`src/rtl/counter_share_ctrl.sv`:
```
// Round-robin controller sharing one CW-bit up-counter among NREQ requesters.
// Optional macro COUNTER_SHARE_ABORT_EN: dropping req[owner] during RUN aborts the burst.
module counter_share_ctrl #(
  parameter int NREQ = 4,
  parameter int IDW  = 2,
  parameter int CW   = 2
) (
  input  logic               clk,
  input  logic               reset,
  input  logic [NREQ-1:0]    req,
  input  logic [NREQ*CW-1:0] term,
  output logic [NREQ-1:0]    gnt,
  output logic [IDW-1:0]     owner,
  output logic               busy,
  output logic               cnt_en,
  output logic [CW-1:0]      cnt_out,
  output logic [NREQ-1:0]    done
);

  typedef enum logic [1:0] {IDLE, RUN, REL} state_t;

  state_t         state, state_nx;
  logic [IDW-1:0] last_owner;
  logic [IDW-1:0] sel;
  logic [IDW-1:0] idx;
  logic           sel_vld;
  logic [CW-1:0]  term_q;
  logic           fin_q;
  logic           at_term;
  logic           abort;

  assign at_term = (cnt_out == term_q);

`ifdef COUNTER_SHARE_ABORT_EN
  assign abort = (state == RUN) && !req[owner];
`else
  assign abort = 1'b0;
`endif

  // Search upward from last_owner+1; descending loop lets the nearest hit win.
  always_comb begin
    sel     = '0;
    sel_vld = 1'b0;
    idx     = '0;
    for (int k = NREQ; k >= 1; k--) begin
      idx = last_owner + IDW'(k);
      if (req[idx]) begin
        sel     = idx;
        sel_vld = 1'b1;
      end
    end
  end

  always_comb begin
    state_nx = state;
    case (state)
      IDLE:    if (sel_vld) state_nx = RUN;
      RUN:     if (abort || at_term) state_nx = REL;
      REL:     state_nx = IDLE;
      default: state_nx = IDLE;
    endcase
  end

  always_ff @(posedge clk) begin
    if (!reset) begin
      state      <= IDLE;
      owner      <= '0;
      cnt_out    <= '0;
      term_q     <= '0;
      last_owner <= IDW'(NREQ - 1);
      fin_q      <= 1'b0;
    end else begin
      state <= state_nx;
      case (state)
        IDLE: begin
          if (sel_vld) begin
            owner   <= sel;
            cnt_out <= '0;
            term_q  <= term[sel*CW +: CW];
          end
        end
        RUN: begin
          if (abort) begin
            fin_q      <= 1'b0;
            last_owner <= owner;
          end else if (at_term) begin
            fin_q      <= 1'b1;
            last_owner <= owner;
          end else begin
            cnt_out <= cnt_out + 1'b1;
          end
        end
        default: fin_q <= 1'b0;
      endcase
    end
  end

  // fin_q distinguishes a completed burst from an aborted one while in REL.
  assign gnt    = (state == RUN) ? (NREQ'(1) << owner) : '0;
  assign done   = (state == REL && fin_q) ? (NREQ'(1) << owner) : '0;
  assign busy   = (state != IDLE);
  assign cnt_en = (state == RUN);

endmodule

```
`config.mk`:
```
export PLATFORM = sky130hd
export DESIGN_NAME = counter_share_ctrl
export DESIGN_NICKNAME = d
export VERILOG_FILES = /design/src/rtl/counter_share_ctrl.sv
export SDC_FILE = /design/constraint.sdc
export NUM_CORES = 1
export LEC_CHECK = 0
export ABC_CLOCK_PERIOD_IN_PS = 1250
export CORE_AREA = 5 5 42 44
export DETAILED_ROUTE_END_ITERATION = 8
export DIE_AREA = 0 0 47 49
export DONT_BUFFER_PORTS = 1
export HOLD_SLACK_MARGIN = 0.06
export PLACE_DENSITY = 0.67
export SLEW_MARGIN = 20
export SYNTH_ARGS = -nofsm -noshare
export SYNTH_HDL_FRONTEND = slang
export SYNTH_SLANG_ARGS = --single-unit
```
`constraint.sdc`:
```
create_clock -name clk -period 1.25 [get_ports clk]
set_input_delay 0.125 -clock clk [delete_from_list [all_inputs] [get_ports clk]]
set_output_delay 0.125 -clock clk [all_outputs]
set_load 0.01 [all_outputs]
```
==> flow_metrics.env <==
export IMPL_status="finished with violations"
export IMPL_violations="negative setup slack"
export IMPL_final_nets=118
export IMPL_antenna_found_initial=0
export IMPL_max_vdd_ir_drop_mv=0.997
export IMPL_clkTransAtPathRegs_ns=0.07
export IMPL_yosysSeqAreaShare=0.334
export IMPL_maxCapViolations=0
export IMPL_hold_slack_ns=0.0705
export IMPL_dp_slack_ns=-0.0996
export IMPL_max_stage_delay_ns=0.33
export IMPL_hold_viol_final=0
export IMPL_p_per_area_nw_per_um2=1860
export IMPL_gr_total_overflow=0
export IMPL_grt_use_total=0.174
export IMPL_finClkSkew_ns=0.00223
export IMPL_cts_tree="built"
export IMPL_std_cell_rows=14
export IMPL_critical_path_cell_chain="buf_6, nand3b_1, buf_6, nor2_4"
export IMPL_drcViolationCount=0
export IMPL_crit_required_ns=1.12
export IMPL_vias_per_cell=5.74
export IMPL_syn_cell_area_um2=659
export IMPL_ys_ff_latch=11
export IMPL_maxSlewViolCount=0
export IMPL_initial_utilization=0.471
export IMPL_drt_iter0_markers=4
export IMPL_place_hpwl_um=1210
export IMPL_drt_pass1_iter_count=2
export IMPL_avgRoutedWirePerCell_um=16.4
export IMPL_cts_sinks=11
export IMPL_chipWidth_um=47
export IMPL_htreeDepth=1
export IMPL_path_common_cell="buf_6"
export IMPL_syn_inst=81
export IMPL_area_delta_synth_final_pct=56.7
export IMPL_cts_buffer_depth=2
export IMPL_cp_max_fo=3
export IMPL_min_period_ns=1.33
export IMPL_cp_start_kind="flop"
export IMPL_max_freq_mhz=752
export IMPL_layout_commonest_cell="buf_4"
export IMPL_final_cell_mix="8 x buf_4, 7 x nor2_4, 7 x mux2i_1"
export IMPL_hold_path_class="in -> reg"
export IMPL_yosys_warnings=0
export IMPL_synth_area_per_cell_um2=8.14
export IMPL_grt_pass1_vias=710
export IMPL_crit_type="reg -> out"
export IMPL_relSlewSlack=0.761
export IMPL_rsz0062_at_grt="yes"
export IMPL_place_gp_congestion=0.724
export IMPL_vias=683
export IMPL_fill_cells=100
export IMPL_coreArea_um2=1400
export IMPL_io_pins=28
export IMPL_portBuffers=0
export IMPL_insertedDiodeCount=0
export IMPL_power_leakage_nw=0.399
export IMPL_routed_wl_um=1960
export IMPL_drive_gt1_frac=0.495
export IMPL_syn_num_nets=95
export IMPL_cp_arrival_ns=1.21
export IMPL_dieArea_um2=2300
export IMPL_worst_pin_slew_ns=0.357
export IMPL_end_kind="primary output"
export IMPL_grt_max_degree=12
export IMPL_finalCritPeriodShare=1.06
export IMPL_finalSetupViolations=8
export IMPL_antenna_left=0
export IMPL_worst_slack_ns=-0.0805
export IMPL_grt_pass1_wl_um=2930
export IMPL_yosys_cell_types_count=27
export IMPL_clk_insertion_delay_late_ns=0.28
export IMPL_dieHeight_um=49
export IMPL_cts_root_buf="clkbuf_4"
export IMPL_cts_made_buffers=3
export IMPL_cpMaxStageDelayCell="dfxtp_2"
-- worst paths after layout --
check | cells after the start | end | start | slack, ns
worst max register to register | 5 | term_q[0] | last_owner[1] | -0.07
worst max-delay path | 4 | done[1] | state[0] | -0.08
worst min-delay path | 2 | term_q[0] | term[2] | 0.07
worst min register to register | 2 | last_owner[1] | last_owner[1] | 0.53
-- worst max-delay path, delay by kind of cell, from the launching register on --
family,cells,cell delay (ns)
buffers and inverters,2,0.29
flip-flops,1,0.33
AND/OR/NAND/NOR,2,0.32
-- state kept, by name, summed over array words and instances, names as in the netlist --
signal,cells
last_owner,2
owner,2
state,2
fin_q,1
cnt_out,2
term_q,2
-- where the power goes --
group          internal, mW  total [mW]  switching [mW]
registers             0.462       0.595           0.132
clock network         0.124       0.256           0.132
logic                 0.555        1.07           0.514
-- cell usage after synthesis --
| library cell | count | share of area |
|---|---|---|
| nand2b_1 | 7 | 0.066 |
| clkbuf_1 | 1 | 0.0057 |
| o221ai_4 | 1 | 0.040 |
| nor3_1 | 2 | 0.015 |
| clkinv_1 | 1 | 0.0057 |
| o21a_1 | 1 | 0.011 |
| a21o_1 | 1 | 0.011 |
| o211ai_1 | 1 | 0.011 |
| o221ai_1 | 2 | 0.027 |
| nand3_1 | 4 | 0.030 |
| nor2b_1 | 3 | 0.028 |
| a21oi_1 | 4 | 0.030 |
| nand2_1 | 6 | 0.034 |
| dfxtp_1 | 11 | 0.33 |
| a21boi_1 | 2 | 0.023 |
| mux2i_1 | 7 | 0.11 |
| or2_1 | 2 | 0.019 |
| a21oi_2 | 1 | 0.013 |
| a31oi_1 | 1 | 0.0095 |
| nor2_1 | 12 | 0.068 |
| nand3b_1 | 2 | 0.023 |
| xor2_1 | 2 | 0.027 |
| nor3b_1 | 1 | 0.011 |
| and2_1 | 2 | 0.019 |
| and3_1 | 1 | 0.0095 |
| inv_1 | 1 | 0.0057 |
| o21ai_1 | 2 | 0.015 |
-- stage by stage --
stage	TNS, ns	util	total power, mW	instance area, um2	cells
3_5_place_dp	-0.178	0.546	1.27	764	106
3_3_place_gp	-0.0901	0.546	1.25	764	106
6_report	-0.509	0.738	1.92	1030	119
4_1_cts	-0.461	0.657	1.70	921	116
5_1_grt	-1.32	0.738	2.06	1030	119
2_1_floorplan	-0.0162	-	1.03	673	81
-- timing repair --
item | in CTS | in global routing
gates cloned | 0 | 0
buffers inserted | 2 | 3
pin swaps | 4 | 9
hold endpoints to repair | 11 | 0
hold buffers | 4 | 0
setup endpoints to repair | 15 | 17
gates resized for setup | 22 | 23
-- cell families (layout without fill, tap and decap cells) --
logic type             count (synthesis)  in the layout  share of synthesized area
AO/OA/AOI/OAI                         16             16                      0.192
XOR/XNOR                               2              2                     0.0266
buffers and inverters                  3             25                     0.0171
flip-flops                            11             11                      0.334
multiplexers                           7              7                      0.106
AND/OR/NAND/NOR                       42             42                      0.324
-- per-layer routing --
layer | share of wire | wire length (um) | track usage
met1 | 0.37 | 721 | 0.167
met2 | 0.57 | 1110 | 0.314
met3 | 0.053 | 103 | 0.0701
met4 | 0.010 | 20 | 0.0599
met5 | 0 | 0 | 0
-- cell type report --
type	count	area (um2)	area share
Multi-Input combinational cell	67	563	0.545
Tap cell	16	20.0	0.0194
Inverter	2	10.0	0.00969
Sequential cell	11	231	0.224
Clock buffer	4	26.3	0.0254
Timing Repair Buffer	19	183	0.177
No activity file was read; power rests on OpenSTA's default activity.
